### config.mk
export PLATFORM = sky130hd
export DESIGN_NAME = regfile_debug_master_flat
export DESIGN_NICKNAME = d
export VERILOG_FILES = /design/src/rtl/regfile_debug_master_pkg.sv /design/src/rtl/regfile_debug_master_if.sv /design/src/rtl/regfile_debug_master.sv /design/src/flat_wrapper.sv
export SDC_FILE = /design/constraint.sdc
export NUM_CORES = 1
export LEC_CHECK = 0
export BUFFER_PORTS_ARGS = -buffer_cell sky130_fd_sc_hd__buf_2
export CAP_MARGIN = 20
export CORE_MARGIN = 2
export CORE_UTILIZATION = 40
export DETAILED_ROUTE_END_ITERATION = 10
export GPL_TIMING_DRIVEN = 1
export PLACE_DENSITY = 0.64
export SLEW_MARGIN = 20
export SYNTH_ARGS = -nofsm -noshare
export SYNTH_HDL_FRONTEND = slang
export SYNTH_SLANG_ARGS = --single-unit
### constraint.sdc
create_clock -name CLK -period 3.7 [get_ports CLK]
set_clock_uncertainty 0.05 [all_clocks]
set_input_delay 0 -clock CLK [delete_from_list [all_inputs] [get_ports CLK]]
set_output_delay 0 -clock CLK [all_outputs]
set_load 0.02 [all_outputs]
### src/rtl/regfile_debug_master_pkg.sv
// -----------------------------------------------------------------------------
// regfile_debug_master_pkg
// Shared definitions for the debug-side register-file initiator:
//   INTERNAL_BITS  - machine word width (register data width)
//   REG_ADDR_BITS  - register index width (32-entry file)
//   CMD_DUMP/LOAD  - command opcodes carried on Cmd_op
//   ST_*           - FSM state encodings
// -----------------------------------------------------------------------------
package regfile_debug_master_pkg;

    localparam int INTERNAL_BITS = 32;
    localparam int REG_ADDR_BITS = 5;

    localparam logic CMD_DUMP = 1'b0;
    localparam logic CMD_LOAD = 1'b1;

    typedef logic [2:0] state_t;

    localparam state_t ST_IDLE  = 3'd0;
    localparam state_t ST_RD    = 3'd1;
    localparam state_t ST_CAP   = 3'd2;
    localparam state_t ST_OUT   = 3'd3;
    localparam state_t ST_LOAD  = 3'd4;
    localparam state_t ST_FLUSH = 3'd5;
    localparam state_t ST_DONE  = 3'd6;

endpackage

### src/rtl/regfile_debug_master_if.sv
// -----------------------------------------------------------------------------
// regfile_debug_master_if
// Debug-unit side channels of the register-file debug master:
//   command channel : Cmd_valid/Cmd_ready, Cmd_op, Cmd_start, Cmd_count
//   load stream     : Load_valid/Load_ready, Load_data
//   dump stream     : Dump_valid/Dump_ready, Dump_data, Dump_addr
// master modport = debug unit (issues commands, feeds loads, sinks dumps)
// slave  modport = regfile_debug_master
// -----------------------------------------------------------------------------
interface regfile_debug_master_if
    import regfile_debug_master_pkg::*;
#(
    parameter int DATA_BITS = INTERNAL_BITS,
    parameter int ADDR_BITS = REG_ADDR_BITS
);

    logic                 Cmd_valid;
    logic                 Cmd_ready;
    logic                 Cmd_op;
    logic [ADDR_BITS-1:0] Cmd_start;
    logic [ADDR_BITS:0]   Cmd_count;

    logic                 Load_valid;
    logic                 Load_ready;
    logic [DATA_BITS-1:0] Load_data;

    logic                 Dump_valid;
    logic                 Dump_ready;
    logic [DATA_BITS-1:0] Dump_data;
    logic [ADDR_BITS-1:0] Dump_addr;

    modport master (
        output Cmd_valid, Cmd_op, Cmd_start, Cmd_count,
        output Load_valid, Load_data,
        output Dump_ready,
        input  Cmd_ready, Load_ready, Dump_valid, Dump_data, Dump_addr
    );

    modport slave (
        input  Cmd_valid, Cmd_op, Cmd_start, Cmd_count,
        input  Load_valid, Load_data,
        input  Dump_ready,
        output Cmd_ready, Load_ready, Dump_valid, Dump_data, Dump_addr
    );

endinterface

### src/rtl/regfile_debug_master.sv
// -----------------------------------------------------------------------------
// regfile_debug_master
// Owns the register file's read/write ports while the core is halted and runs
// block dump/load commands over a contiguous, wrapping register range.
// Ports:
//   CLK, RST_n       - clock, asynchronous active-low reset
//   dbg              - command / load / dump channels (slave modport)
//   Rf_read_reg      - register file Read_reg1 (data returns one cycle later)
//   Rf_read_data     - register file Read_data1
//   Rf_write_*       - register file write port
//   Busy             - high whenever the FSM is not idle
//   Done             - one-cycle pulse at command completion
// All outputs are registered; the per-state strobes are computed from the
// next state so they line up with the state they describe.
// -----------------------------------------------------------------------------
module regfile_debug_master
    import regfile_debug_master_pkg::*;
#(
    parameter int DATA_BITS = INTERNAL_BITS,
    parameter int ADDR_BITS = REG_ADDR_BITS
) (
    input  logic                 CLK,
    input  logic                 RST_n,
    regfile_debug_master_if.slave dbg,
    output logic [ADDR_BITS-1:0] Rf_read_reg,
    input  logic [DATA_BITS-1:0] Rf_read_data,
    output logic                 Rf_write_enable,
    output logic [ADDR_BITS-1:0] Rf_write_reg,
    output logic [DATA_BITS-1:0] Rf_write_data,
    output logic                 Busy,
    output logic                 Done
);

    localparam logic [ADDR_BITS-1:0] PTR_ONE  = {{(ADDR_BITS-1){1'b0}}, 1'b1};
    localparam logic [ADDR_BITS:0]   CNT_ONE  = {{ADDR_BITS{1'b0}}, 1'b1};
    localparam logic [ADDR_BITS:0]   CNT_ZERO = {(ADDR_BITS+1){1'b0}};
    localparam logic [ADDR_BITS:0]   CNT_FULL = {1'b1, {ADDR_BITS{1'b0}}};

    state_t               state_r, state_nxt_s;
    logic [ADDR_BITS-1:0] ptr_r, ptr_nxt_s;
    logic [ADDR_BITS:0]   cnt_r, cnt_nxt_s;

    logic                 cmd_ready_r, load_ready_r, dump_valid_r;
    logic                 busy_r, done_r, wr_en_r;
    logic [ADDR_BITS-1:0] rd_reg_r, wr_reg_r, dump_addr_r;
    logic [DATA_BITS-1:0] wr_data_r, dump_data_r;

    logic                 cmd_fire_s, load_fire_s, dump_fire_s;

    // The ready/valid strobes are only high in their own state, so these
    // handshakes cannot fire anywhere else.
    assign cmd_fire_s  = dbg.Cmd_valid  & cmd_ready_r;
    assign load_fire_s = dbg.Load_valid & load_ready_r;
    assign dump_fire_s = dbg.Dump_ready & dump_valid_r;

    // Next-state, pointer and remaining-count logic.  The operation itself is
    // remembered by which branch (RD.. or LOAD) the FSM takes.
    always_comb begin
        state_nxt_s = state_r;
        ptr_nxt_s   = ptr_r;
        cnt_nxt_s   = cnt_r;
        case (state_r)
            ST_IDLE: begin
                if (cmd_fire_s) begin
                    ptr_nxt_s = dbg.Cmd_start;
                    if (dbg.Cmd_count == CNT_ZERO) begin
                        cnt_nxt_s = CNT_FULL;
                    end else begin
                        cnt_nxt_s = dbg.Cmd_count;
                    end
                    if (dbg.Cmd_op == CMD_LOAD) begin
                        state_nxt_s = ST_LOAD;
                    end else begin
                        state_nxt_s = ST_RD;
                    end
                end else begin
                    state_nxt_s = ST_IDLE;
                end
            end
            ST_RD:  state_nxt_s = ST_CAP;
            ST_CAP: state_nxt_s = ST_OUT;
            ST_OUT: begin
                if (dump_fire_s) begin
                    ptr_nxt_s = ptr_r + PTR_ONE;
                    cnt_nxt_s = cnt_r - CNT_ONE;
                    if (cnt_r == CNT_ONE) begin
                        state_nxt_s = ST_DONE;
                    end else begin
                        state_nxt_s = ST_RD;
                    end
                end else begin
                    state_nxt_s = ST_OUT;
                end
            end
            ST_LOAD: begin
                if (load_fire_s) begin
                    ptr_nxt_s = ptr_r + PTR_ONE;
                    cnt_nxt_s = cnt_r - CNT_ONE;
                    if (cnt_r == CNT_ONE) begin
                        state_nxt_s = ST_FLUSH;
                    end else begin
                        state_nxt_s = ST_LOAD;
                    end
                end else begin
                    state_nxt_s = ST_LOAD;
                end
            end
            ST_FLUSH: state_nxt_s = ST_DONE;
            ST_DONE:  state_nxt_s = ST_IDLE;
            default:  state_nxt_s = ST_IDLE;
        endcase
    end

    // FSM state, wrapping address pointer and remaining word count.
    always_ff @(posedge CLK or negedge RST_n) begin
        if (!RST_n) begin
            state_r <= ST_IDLE;
            ptr_r   <= {ADDR_BITS{1'b0}};
            cnt_r   <= CNT_ZERO;
        end else begin
            state_r <= state_nxt_s;
            ptr_r   <= ptr_nxt_s;
            cnt_r   <= cnt_nxt_s;
        end
    end

    // Registered outputs: state strobes, read address, dump holding register
    // and the write port (which follows each load handshake by one cycle).
    always_ff @(posedge CLK or negedge RST_n) begin
        if (!RST_n) begin
            cmd_ready_r  <= 1'b1;
            busy_r       <= 1'b0;
            done_r       <= 1'b0;
            dump_valid_r <= 1'b0;
            load_ready_r <= 1'b0;
            rd_reg_r     <= {ADDR_BITS{1'b0}};
            dump_addr_r  <= {ADDR_BITS{1'b0}};
            dump_data_r  <= {DATA_BITS{1'b0}};
            wr_en_r      <= 1'b0;
            wr_reg_r     <= {ADDR_BITS{1'b0}};
            wr_data_r    <= {DATA_BITS{1'b0}};
        end else begin
            cmd_ready_r  <= (state_nxt_s == ST_IDLE);
            busy_r       <= (state_nxt_s != ST_IDLE);
            done_r       <= (state_nxt_s == ST_DONE);
            dump_valid_r <= (state_nxt_s == ST_OUT);
            load_ready_r <= (state_nxt_s == ST_LOAD);
            if (state_nxt_s == ST_RD) begin
                rd_reg_r <= ptr_nxt_s;
            end
            // Read data is valid the cycle after the address; hold it for OUT.
            if (state_r == ST_CAP) begin
                dump_data_r <= Rf_read_data;
                dump_addr_r <= ptr_r;
            end
            wr_en_r <= load_fire_s;
            if (load_fire_s) begin
                wr_reg_r  <= ptr_r;
                wr_data_r <= dbg.Load_data;
            end
        end
    end

    assign dbg.Cmd_ready  = cmd_ready_r;
    assign dbg.Load_ready = load_ready_r;
    assign dbg.Dump_valid = dump_valid_r;
    assign dbg.Dump_data  = dump_data_r;
    assign dbg.Dump_addr  = dump_addr_r;

    assign Rf_read_reg     = rd_reg_r;
    assign Rf_write_enable = wr_en_r;
    assign Rf_write_reg    = wr_reg_r;
    assign Rf_write_data   = wr_data_r;
    assign Busy            = busy_r;
    assign Done            = done_r;

endmodule

### src/flat_wrapper.sv
// flat-port wrapper written by rule: the top's interface ports become plain ports
module regfile_debug_master_flat import regfile_debug_master_pkg::*;
#(
    parameter int DATA_BITS = INTERNAL_BITS,
    parameter int ADDR_BITS = REG_ADDR_BITS
)
  (CLK, RST_n, Rf_read_reg, Rf_read_data, Rf_write_enable, Rf_write_reg, Rf_write_data, Busy, Done, dbg_Cmd_valid, dbg_Cmd_op, dbg_Cmd_start, dbg_Cmd_count, dbg_Load_valid, dbg_Load_data, dbg_Dump_ready, dbg_Cmd_ready, dbg_Load_ready, dbg_Dump_valid, dbg_Dump_data, dbg_Dump_addr);
  regfile_debug_master_if #(.DATA_BITS(DATA_BITS), .ADDR_BITS(ADDR_BITS)) dbg_i ();
  input  logic CLK;
  input  logic RST_n;
  output logic [ADDR_BITS-1:0] Rf_read_reg;
  input  logic [DATA_BITS-1:0] Rf_read_data;
  output logic Rf_write_enable;
  output logic [ADDR_BITS-1:0] Rf_write_reg;
  output logic [DATA_BITS-1:0] Rf_write_data;
  output logic Busy;
  output logic Done;
  input wire logic [$bits(dbg_i.Cmd_valid)-1:0] dbg_Cmd_valid;
  input wire logic [$bits(dbg_i.Cmd_op)-1:0] dbg_Cmd_op;
  input wire logic [$bits(dbg_i.Cmd_start)-1:0] dbg_Cmd_start;
  input wire logic [$bits(dbg_i.Cmd_count)-1:0] dbg_Cmd_count;
  input wire logic [$bits(dbg_i.Load_valid)-1:0] dbg_Load_valid;
  input wire logic [$bits(dbg_i.Load_data)-1:0] dbg_Load_data;
  input wire logic [$bits(dbg_i.Dump_ready)-1:0] dbg_Dump_ready;
  output wire logic [$bits(dbg_i.Cmd_ready)-1:0] dbg_Cmd_ready;
  output wire logic [$bits(dbg_i.Load_ready)-1:0] dbg_Load_ready;
  output wire logic [$bits(dbg_i.Dump_valid)-1:0] dbg_Dump_valid;
  output wire logic [$bits(dbg_i.Dump_data)-1:0] dbg_Dump_data;
  output wire logic [$bits(dbg_i.Dump_addr)-1:0] dbg_Dump_addr;
  assign dbg_i.Cmd_valid = dbg_Cmd_valid;
  assign dbg_i.Cmd_op = dbg_Cmd_op;
  assign dbg_i.Cmd_start = dbg_Cmd_start;
  assign dbg_i.Cmd_count = dbg_Cmd_count;
  assign dbg_i.Load_valid = dbg_Load_valid;
  assign dbg_i.Load_data = dbg_Load_data;
  assign dbg_i.Dump_ready = dbg_Dump_ready;
  assign dbg_Cmd_ready = dbg_i.Cmd_ready;
  assign dbg_Load_ready = dbg_i.Load_ready;
  assign dbg_Dump_valid = dbg_i.Dump_valid;
  assign dbg_Dump_data = dbg_i.Dump_data;
  assign dbg_Dump_addr = dbg_i.Dump_addr;
  regfile_debug_master #(.DATA_BITS(DATA_BITS), .ADDR_BITS(ADDR_BITS)) u_core (.CLK(CLK), .RST_n(RST_n), .dbg(dbg_i), .Rf_read_reg(Rf_read_reg), .Rf_read_data(Rf_read_data), .Rf_write_enable(Rf_write_enable), .Rf_write_reg(Rf_write_reg), .Rf_write_data(Rf_write_data), .Busy(Busy), .Done(Done));
endmodule
## After elaboration in Yosys (flattened, before gate mapping)

Cells that the tools add are included.

- Register bits after elaboration: 99
- Input bits: 81
- Output and inout port bits: 85
- Logic and storage cells: 54

- $add $sub $neg: 2
- Equal/unequal tests: 13
- Mux-type cells: 16
- Bitwise gates (word level): 3
- Reductions and logical operators: 6

Operator list:

| operator | count |
|---|---|
| $mux W6 | 4 |
| $pmux W3 S6 | 1 |
| $pmux W6 S3 | 1 |
| $mux W5 | 3 |
| $pmux W5 S3 | 1 |
| $eq A3 B3 Y1 const B | 4 |
| $mux W3 | 4 |
| $eq A3 B2 Y1 const B | 3 |
| $eq A3 B1 Y1 const B | 2 |
| $eq A6 B1 Y1 const B | 1 |
| $logic_not A3 Y1 | 2 |
| $logic_not A6 Y1 | 1 |
| $ne A2 B1 Y1 const B | 3 |
| $reduce_bool A3 Y1 | 2 |
| $sub A6 B1 Y6 const B | 1 |
| $add A5 B1 Y5 const B | 1 |
| $reduce_and A4 Y1 | 1 |
| $and A1 B1 Y1 | 3 |
| $mux W1 | 2 |

## Depth between registers and ports, before layout

Gate-level depths: netlist (run 1).

- Word-level depth: 5
- Depth in mapped cells: 7
- Mapped depth without buffers: 6

## Worst setup path before layout (run 1)

OpenSTA, ideal clock, no wires.

- Path type: register to register
- Start point: reg u_core.cmd_ready_r (netlist: u_core.dbg.Cmd_ready)
- End point: reg u_core.rd_reg_r[0] (netlist: u_core.Rf_read_reg[0])
- Setup time: 125 ps
- Arrival time: 1767 ps
- Data required time: 3525 ps
- Setup slack: 1758 ps
- Cell stages (with the launch flop): 6
- Path buffers: 0
- Clock period less this slack: 1942 ps
- Cells stage by stage: dfstp_2 nand4bb_1 o32ai_1 or3b_4 nor3b_4 mux2_2

- Longest elaborated chain between the ends: 4
- Elaborated cells on any way between the ends: 6
- Classes of those cells: eq/ne: 1; mux: 4; bitwise: 1

Ends and longest elaborated chain:

| element | RTL line | source |
|---|---|---|
| from (decl) | regfile_debug_master.sv:43 | `logic cmd_ready_r, load_ready_r, dump_valid_r;` |
| from (signal assigned) | regfile_debug_master.sv:143 | `cmd_ready_r <= (state_nxt_s == ST_IDLE);` |
| $and A1 B1 Y1 | regfile_debug_master.sv:52 | `assign cmd_fire_s = dbg.Cmd_valid & cmd_ready_r;` |
| $mux W3 | regfile_debug_master.sv:64 | `if (cmd_fire_s) begin` |
| $pmux W3 S6 | regfile_debug_master.sv:62 | `case (state_r)` |
| via u_core.state_nxt_s[0] | regfile_debug_master.sv:39 | `state_t state_r, state_nxt_s;` |
| $eq A3 B1 Y1 | regfile_debug_master.sv:148 | `if (state_nxt_s == ST_RD) begin` |
| to (signal assigned) | regfile_debug_master.sv:136 | `rd_reg_r <= {ADDR_BITS{1'b0}};` |
| to (signal assigned) | regfile_debug_master.sv:149 | `rd_reg_r <= ptr_nxt_s;` |
| to (decl) | regfile_debug_master.sv:45 | `logic [ADDR_BITS-1:0] rd_reg_r, wr_reg_r, dump_addr_r;` |

The timed path passes the listed nets, and every way through them passes these cells.
A chain may end at the register's enable or synchronous reset.

## Final worst setup path (run 1)

- Start point: reg u_core.state_r[2]
- End point: reg u_core.dump_data_r[1] (netlist: u_core.dbg.Dump_data[1])

- Longest elaborated chain between the ends: 1

Ends and longest elaborated chain:

| element | RTL line | source |
|---|---|---|
| from (decl) | regfile_debug_master.sv:39 |  |
| from (signal assigned) | regfile_debug_master.sv:121 | `state_r <= state_nxt_s;` |
| $eq A3 B2 Y1 | regfile_debug_master.sv:152 | `if (state_r == ST_CAP) begin` |
| to (signal assigned) | regfile_debug_master.sv:138 | `dump_data_r <= {DATA_BITS{1'b0}};` |
| to (signal assigned) | regfile_debug_master.sv:153 | `dump_data_r <= Rf_read_data;` |
| to (decl) | regfile_debug_master.sv:46 | `logic [DATA_BITS-1:0] wr_data_r, dump_data_r;` |

No other way between the ends.

==> results of run 1 <==
-- metrics by stage --
| step | util (%) | instance area [um2] | hold slack, ns | instances | power [mW] |
|---|---|---|---|---|---|
| after global placement | 51.1 | 5010 | 0.0870 | 574 | 3.37 |
| after floorplan | - | 4050 | -0.346 | 284 | 2.88 |
| final | 60.8 | 5970 | 0.0421 | 664 | 4.15 |
| after detailed placement | 51.1 | 5010 | 0.0987 | 574 | 3.42 |
| after CTS | 60.8 | 5970 | 0.0122 | 664 | 4.19 |
| after global routing | 60.8 | 5970 | 0.0281 | 664 | 4.44 |
-- synth_stat cells (4+ instances only) --
cell type / n / area share, %
nand3_1: 5 / 0.62
nand2_1: 8 / 0.74
inv_1: 10 / 0.93
nor2_1: 9 / 0.83
o21ai_0: 8 / 0.99
mux2_2: 76 / 21
buf_2: 4 / 0.49
clkbuf_1: 4 / 0.37
dfrtp_1: 98 / 61
a21oi_1: 7 / 0.86
-- area by class of cell --
class | count | area, um2 | area share, %
clock buffers | 10 | 138 | 2.31
clock inverters | 5 | 62.6 | 1.05
inverters | 10 | 37.5 | 0.629
multi-input cells | 165 | 1490 | 25.0
flip-flops and latches | 99 | 2480 | 41.5
well taps | 133 | 166 | 2.79
repair buffers | 242 | 1590 | 26.7
-- worst max-delay path by stage --
stage / from / endpoint / depth (start not counted)
after floorplan: u_core.dbg.Cmd_ready / u_core.Rf_read_reg[0] / 5
after global placement: u_core.state_r[2] / u_core.dbg.Dump_data[8] / 3
after detailed placement: u_core.state_r[2] / u_core.dbg.Dump_data[4] / 3
after CTS: u_core.state_r[2] / u_core.dbg.Dump_data[4] / 3
after global routing: u_core.state_r[2] / u_core.dbg.Dump_data[5] / 3
final: u_core.state_r[2] / u_core.dbg.Dump_data[1] / 3
-- power breakdown --
part / switching [mW] / total, mW / internal (mW)
Sequential: 0.233 / 1.68 / 1.44
Combinational: 0.968 / 1.78 / 0.811
Clock: 0.366 / 0.697 / 0.331
Total: 1.57 / 4.15 / 2.59
-- metal layers --
metal / global-route usage, % / vias to the layer above
met5: 0 / -
met4: 6.29 / 0
met3: 3.43 / 16
met2: 30.4 / 119
met1: 23.8 / 1531
li1: - / 1509
-- tightest hold or removal path: stages --
cell and delay, ns:
buf_2 0.12, and3_1 0.22, nor2_1 0.06
-- kinds of logic (layout without fill, tap and decap cells) --
family,after synthesis,after routing,synth area share (%)
adders and majority gates,3,3,0.927
muxes,78,78,21.7
DFF,99,99,61.2
buffers and inverters,20,267,2.16
AOI/OAI and AO/OA,42,42,7.66
and+or+nand+nor,42,42,6.30
-- repair_timing --
item / CTS / global route
resized for setup: 0 / 0
hold buffers: 75 / 0
endpoints found under the hold margin: 141 / 0
==> impl_results.md, run 1 <==
- Status: finished clean
- Crit Path Max Fanout: 37
- Met3 WL: 561 um
- Slowest stage delay, CP: 0.78 ns
- First-pass GRT wire length: 16,100 um
- Drt via density: 4.78
- Final Hold Viols: 0
- Register area share after synthesis: 61.2%
- Tcrit/Tclk final: 59.7%
- Clk buf depth: 2
- Routability-driven placement congestion ratio: 0.932
- Most frequent cells in the layout: buf_2, dfrtp_1, mux2_2
- Startpoint types: flip-flop
- Worst min-delay path category: input pin to flip-flop
- Final setup vio count: 0
- Critical path cell sequence: or2b_1 -> nor2_4 -> mux2_2
- Synth Net Count: 368
- Hold Path Sink: u_core.dbg.Dump_valid
- Avg Cell Area, Syn: 14.3 um2
- Cell area after synthesis: 4050 um2
- Row Count: 36
- Max VDD drop: 255 uV
- Max_cap viols: 0
- Port bufs: 165
- Postcts setup bufs: 0
- Die ar.: 10,900 um2
- Setup TNS: 0 ns
- Worst-skew pair later-pin latency: 0.35 ns
- Post-route ant nets: 0
- Hold Startpoint: dbg_Dump_ready
- Routed WL per cell: 14.8 um
- Nets: 611
- Largest net degree at the start of global routing: 67
- Worst r2r dst: u_core.dbg.Dump_data[1]
- TritonCTS clock tree: yes
- Antenna violations before repair: 0
- Total CTS buffers: 9
- Crit path kind: flip-flop to flip-flop
- Pins Over Slew Limit: 0
- Core ar.: 9820 um2
- Main synth FF type: dfrtp_1
- FF-to-FF setup slack: 1.49 ns
- Final WS setup: 1.49 ns
- Highest routed layer: met4
- Clock transition at path regs: 0.10 ns
- DR iter-0 viols: 136
- Ys Warns: 0
- # H-tree levels: 3
- Hold Crit Depth: 3
- Drt first pass iters: 4
- Clock root buffer: clkbuf_8
- Die Wd: 105 um
- Final WL: 9850 um
- Buf+Inv Stages, Crit Path: 0
- Yosys reg bits: 99
- Setup Slack @ Placement: 1.48 ns
- GR Util All Layers: 18.2%
- Die H: 105 um
- Number of remaining DRC errors: 0
- Starting Density: 41.2%
- Clock sinks: 99
- EDFF count, synth: 0
- HPWL after DPL: 6430 um
- Area Growth Syn to Fin: 47.3%
- Worst Reg-to-Reg Cells: 3
- Proportion of layout cells with a drive suffix above 1: 50.7%
- CP arrival: 2.39 ns
- Vias in the first global route: 3,258
- Library cells used by synthesis: 48
- Ports: 166
- Worst EP required: 3.88 ns
- Slew @ Worst Pin: 1.02 ns
- Crit path capture type: flip-flop
- M1 wire length: 4370 um
- Diodes inserted: 0
- Fmax: 0.452 GHz
- GR Overflow Total: 0
- Commonest non-fill, non-tap cell in the layout: buf_2
- Vias: 3,175
- Power per Cell Area: 696 nW/um2
- FF-to-FF Start: u_core.state_r[2]
- CP top delay family: simple AND/OR/NAND/NOR gates
- LEAKAGE: 2.96 nW
- CP max-delay cell: nor2_4
- Min cycle time layout: 2.21 ns
- Asr flop ratio synth: 100%
- Post-synthesis cell count: 284
- RSZ-0062 raised after global routing: false
- WL met2: 4770 um
- Slew margin rel.: 32.1%
- Fill cells: 813
Power figures use the tool's default switching activity.
==> inputs of run 2 (changes only) <==
PLACE_DENSITY = 0.67   (was 0.64)
clock period = 1.9 ns   (was 3.7 ns; I/O delays follow)
==> run 2 against run 1 <==
The run now ends with setup timing left. Count of clock-buffer cells in the layout increased by 1. Setup slack got worse by 1.5 ns. Flip-flop and latch count unchanged. Register-to-register slack got worse by 1.5 ns. Via count increased by 5.1%. Final cell count increased by 4.4%. Critical path depth increased by 2. Maximum frequency increased by 13%. Utilization increased by 2.8 points. Sequential share of layout area decreased by 1.8 points. Combinational power increased by 120%. Clock power increased by 92%. Largest power group unchanged.
==> impl_results.md, run 2 (synthesized netlist as in run 1, its figures left out) <==
- Status: finished, violations left
- Failing checks: setup timing
- HPWL after DPL: 6890 um (+7.0%)
- Post-Layout Cell Count: 693 (+4.4%)
- Vias in the first global route: 3,421 (+5.0%)
- Slew @ Worst Pin: 0.603 ns (-0.413 ns)
- # H-tree levels: 3 (unchanged)
- Hold Startpoint: dbg_Cmd_count[5]
- DR iter-0 viols: 187 (+38%)
- Clock root buffer: clkbuf_8
- TritonCTS clock tree: yes
- Starting Density: 41.2% (unchanged)
- Routed WL per cell: 15.0 um (+1.3%)
- CP Launch Point: u_core.state_r[2]
- Clock sinks: 99 (unchanged)
- Routability-driven placement congestion ratio: 0.878 (-5.8%)
- Area Growth Syn to Fin: 54.0%
- Ports: 166 (unchanged)
- Nets: 639 (+4.6%)
- Vias: 3,337 (+5.1%)
- CP top delay family: simple AND/OR/NAND/NOR gates
- Die Wd: 105 um (unchanged)
- Final setup vio count: 5 (+5)
- Worst-skew pair later-pin latency: 0.36 ns (about the same)
- Slowest stage delay, CP: 0.44 ns (-0.34 ns)
- RSZ-0062 raised after global routing: true
- CP max-delay cell: dfrtp_1
- Slew margin rel.: 59.8% (+28 points)
- Final Hold Viols: 0 (unchanged)
- Max VDD drop: 542 uV (+110%)
- GR Util All Layers: 19.3% (+1.1 points)
- Drt first pass iters: 4 (unchanged)
- LEAKAGE: 3.12 nW (+5.6%)
- Row Count: 36 (unchanged)
- Core ar.: 9820 um2 (unchanged)
- Placed Instances: 599 (+4.4%)
- Buf+Inv Stages, Crit Path: 0 (unchanged)
- Post-route ant nets: 0 (unchanged)
- Startpoint types: flip-flop
- Final WL: 10,400 um (+5.8%)
- Crit Path Max Fanout: 7 (-81%)
- Diodes inserted: 0 (unchanged)
- Commonest non-fill, non-tap cell in the layout: buf_2
- Worst EP required: 2.11 ns (-1.77 ns)
- GR Overflow Total: 0 (unchanged)
- Number of remaining DRC errors: 0 (unchanged)
- CP arrival: 2.16 ns (-0.23 ns)
- Fmax: 0.512 GHz (+13%)
- Port bufs: 165 (unchanged)
- Crit path capture type: flip-flop
- Most frequent cells in the layout: buf_2, dfrtp_1, mux2_2, dlygate4sd3_1, buf_4
- First-pass GRT wire length: 16,600 um (+2.9%)
- Clock transition at path regs: 0.09 ns (about the same)
- Critical path cell sequence: and3b_2 -> a21boi_1 -> or3b_4 -> nor3b_4 -> mux2_2
- Largest net degree at the start of global routing: 46 (-31%)
- Tcrit/Tclk final: 103% (+43 points)
- Pins Over Slew Limit: 0 (unchanged)
- FF-to-FF Start: u_core.state_r[2]
- Final WS setup: -0.0549 ns (-1.54 ns)
- Antenna violations before repair: 0 (unchanged)
- Crit path kind: flip-flop to flip-flop
- Min cycle time layout: 1.95 ns (-0.256 ns)
- Total CTS buffers: 9 (unchanged)
- Clk buf depth: 2 (unchanged)
- Power per Cell Area: 1360 nW/um2 (+96%)
- Fill cells: 738 (-9.2%)
- Max_cap viols: 0 (unchanged)
- Worst min-delay path category: input pin to flip-flop
- Drt via density: 4.82 (+0.70%)
- Die H: 105 um (unchanged)
- Die ar.: 10,900 um2 (unchanged)
- Proportion of layout cells with a drive suffix above 1: 53.6% (+2.9 points)
- Pwr Total: 8.49 mW (+100%)
==> run 2: metrics by stage <==
stage	setup WS (ns)	hold WS (ns)	TNS, ns	area [um2]	util, %
after CTS	-0.0442	0.0223	-0.129	6230	63.4
after detailed placement	-0.158	0.00355	-0.569	5240	53.4
final	-0.0549	0.0400	-0.135	6240	63.5
after floorplan	-0.0361	-0.346	-0.108	4050	-
after global routing	-0.172	0.0378	-0.716	6240	63.5
after global placement	-0.0539	-0.00851	-0.172	5240	53.4
==> run 2: worst reg2reg max path, stage by stage, from the launching register on <==
cell and delay (ns):
dfrtp_1 0.44, and3b_2 0.31, a21boi_1 0.18, or3b_4 0.15, nor3b_4 0.33, mux2_2 0.38
==> run 2: worst paths after layout <==
check | end | slack [ns] | cells after the start
max | u_core.Rf_read_reg[4] | -0.05 | 5
max in group asynchronous | u_core.dbg.Dump_data[16] | 1.04 | 3
max reg2reg | u_core.Rf_read_reg[4] | -0.05 | 5
min in group asynchronous | u_core.dbg.Dump_data[14] | 0.12 | 2
min | u_core.cnt_r[5] | 0.04 | 4
min reg2reg | u_core.Rf_write_reg[4] | 0.44 | 2
==> run 2: per-layer routing <==
metal  routed length, um  vias to the layer above  GRT usage [%]
met5                   0                        -              0
met4                 214                        0           8.57
met3                 626                       16           3.93
met2                5170                      135           33.1
met1                4400                     1615           23.4
li1                    -                     1571              -
==> run 2: area by class of cell <==
class / count / area, um2 / share of cell area [%]
clock buffers: 11 / 131 / 2.11
clock inverters: 5 / 60.1 / 0.963
inverters: 10 / 37.5 / 0.602
multi-input cells: 165 / 1520 / 24.4
flip-flops and latches: 99 / 2480 / 39.8
well taps: 133 / 166 / 2.67
repair buffers: 270 / 1840 / 29.5
==> run 2: where the power goes <==
group	internal, mW	switching (mW)	leakage [nW]
Clock	0.618	0.726	0.0943
Sequential	2.82	0.407	1.23
Combinational	1.91	2.02	1.80
Total	5.34	3.15	3.12
==> run 2: timing repair <==
item,in CTS,in global routing
buffers inserted,3,0
endpoints found under the hold margin,119,0
hold buffers,75,0
pin swaps,0,1
gates resized for setup,3,2
setup endpoints to repair,6,6
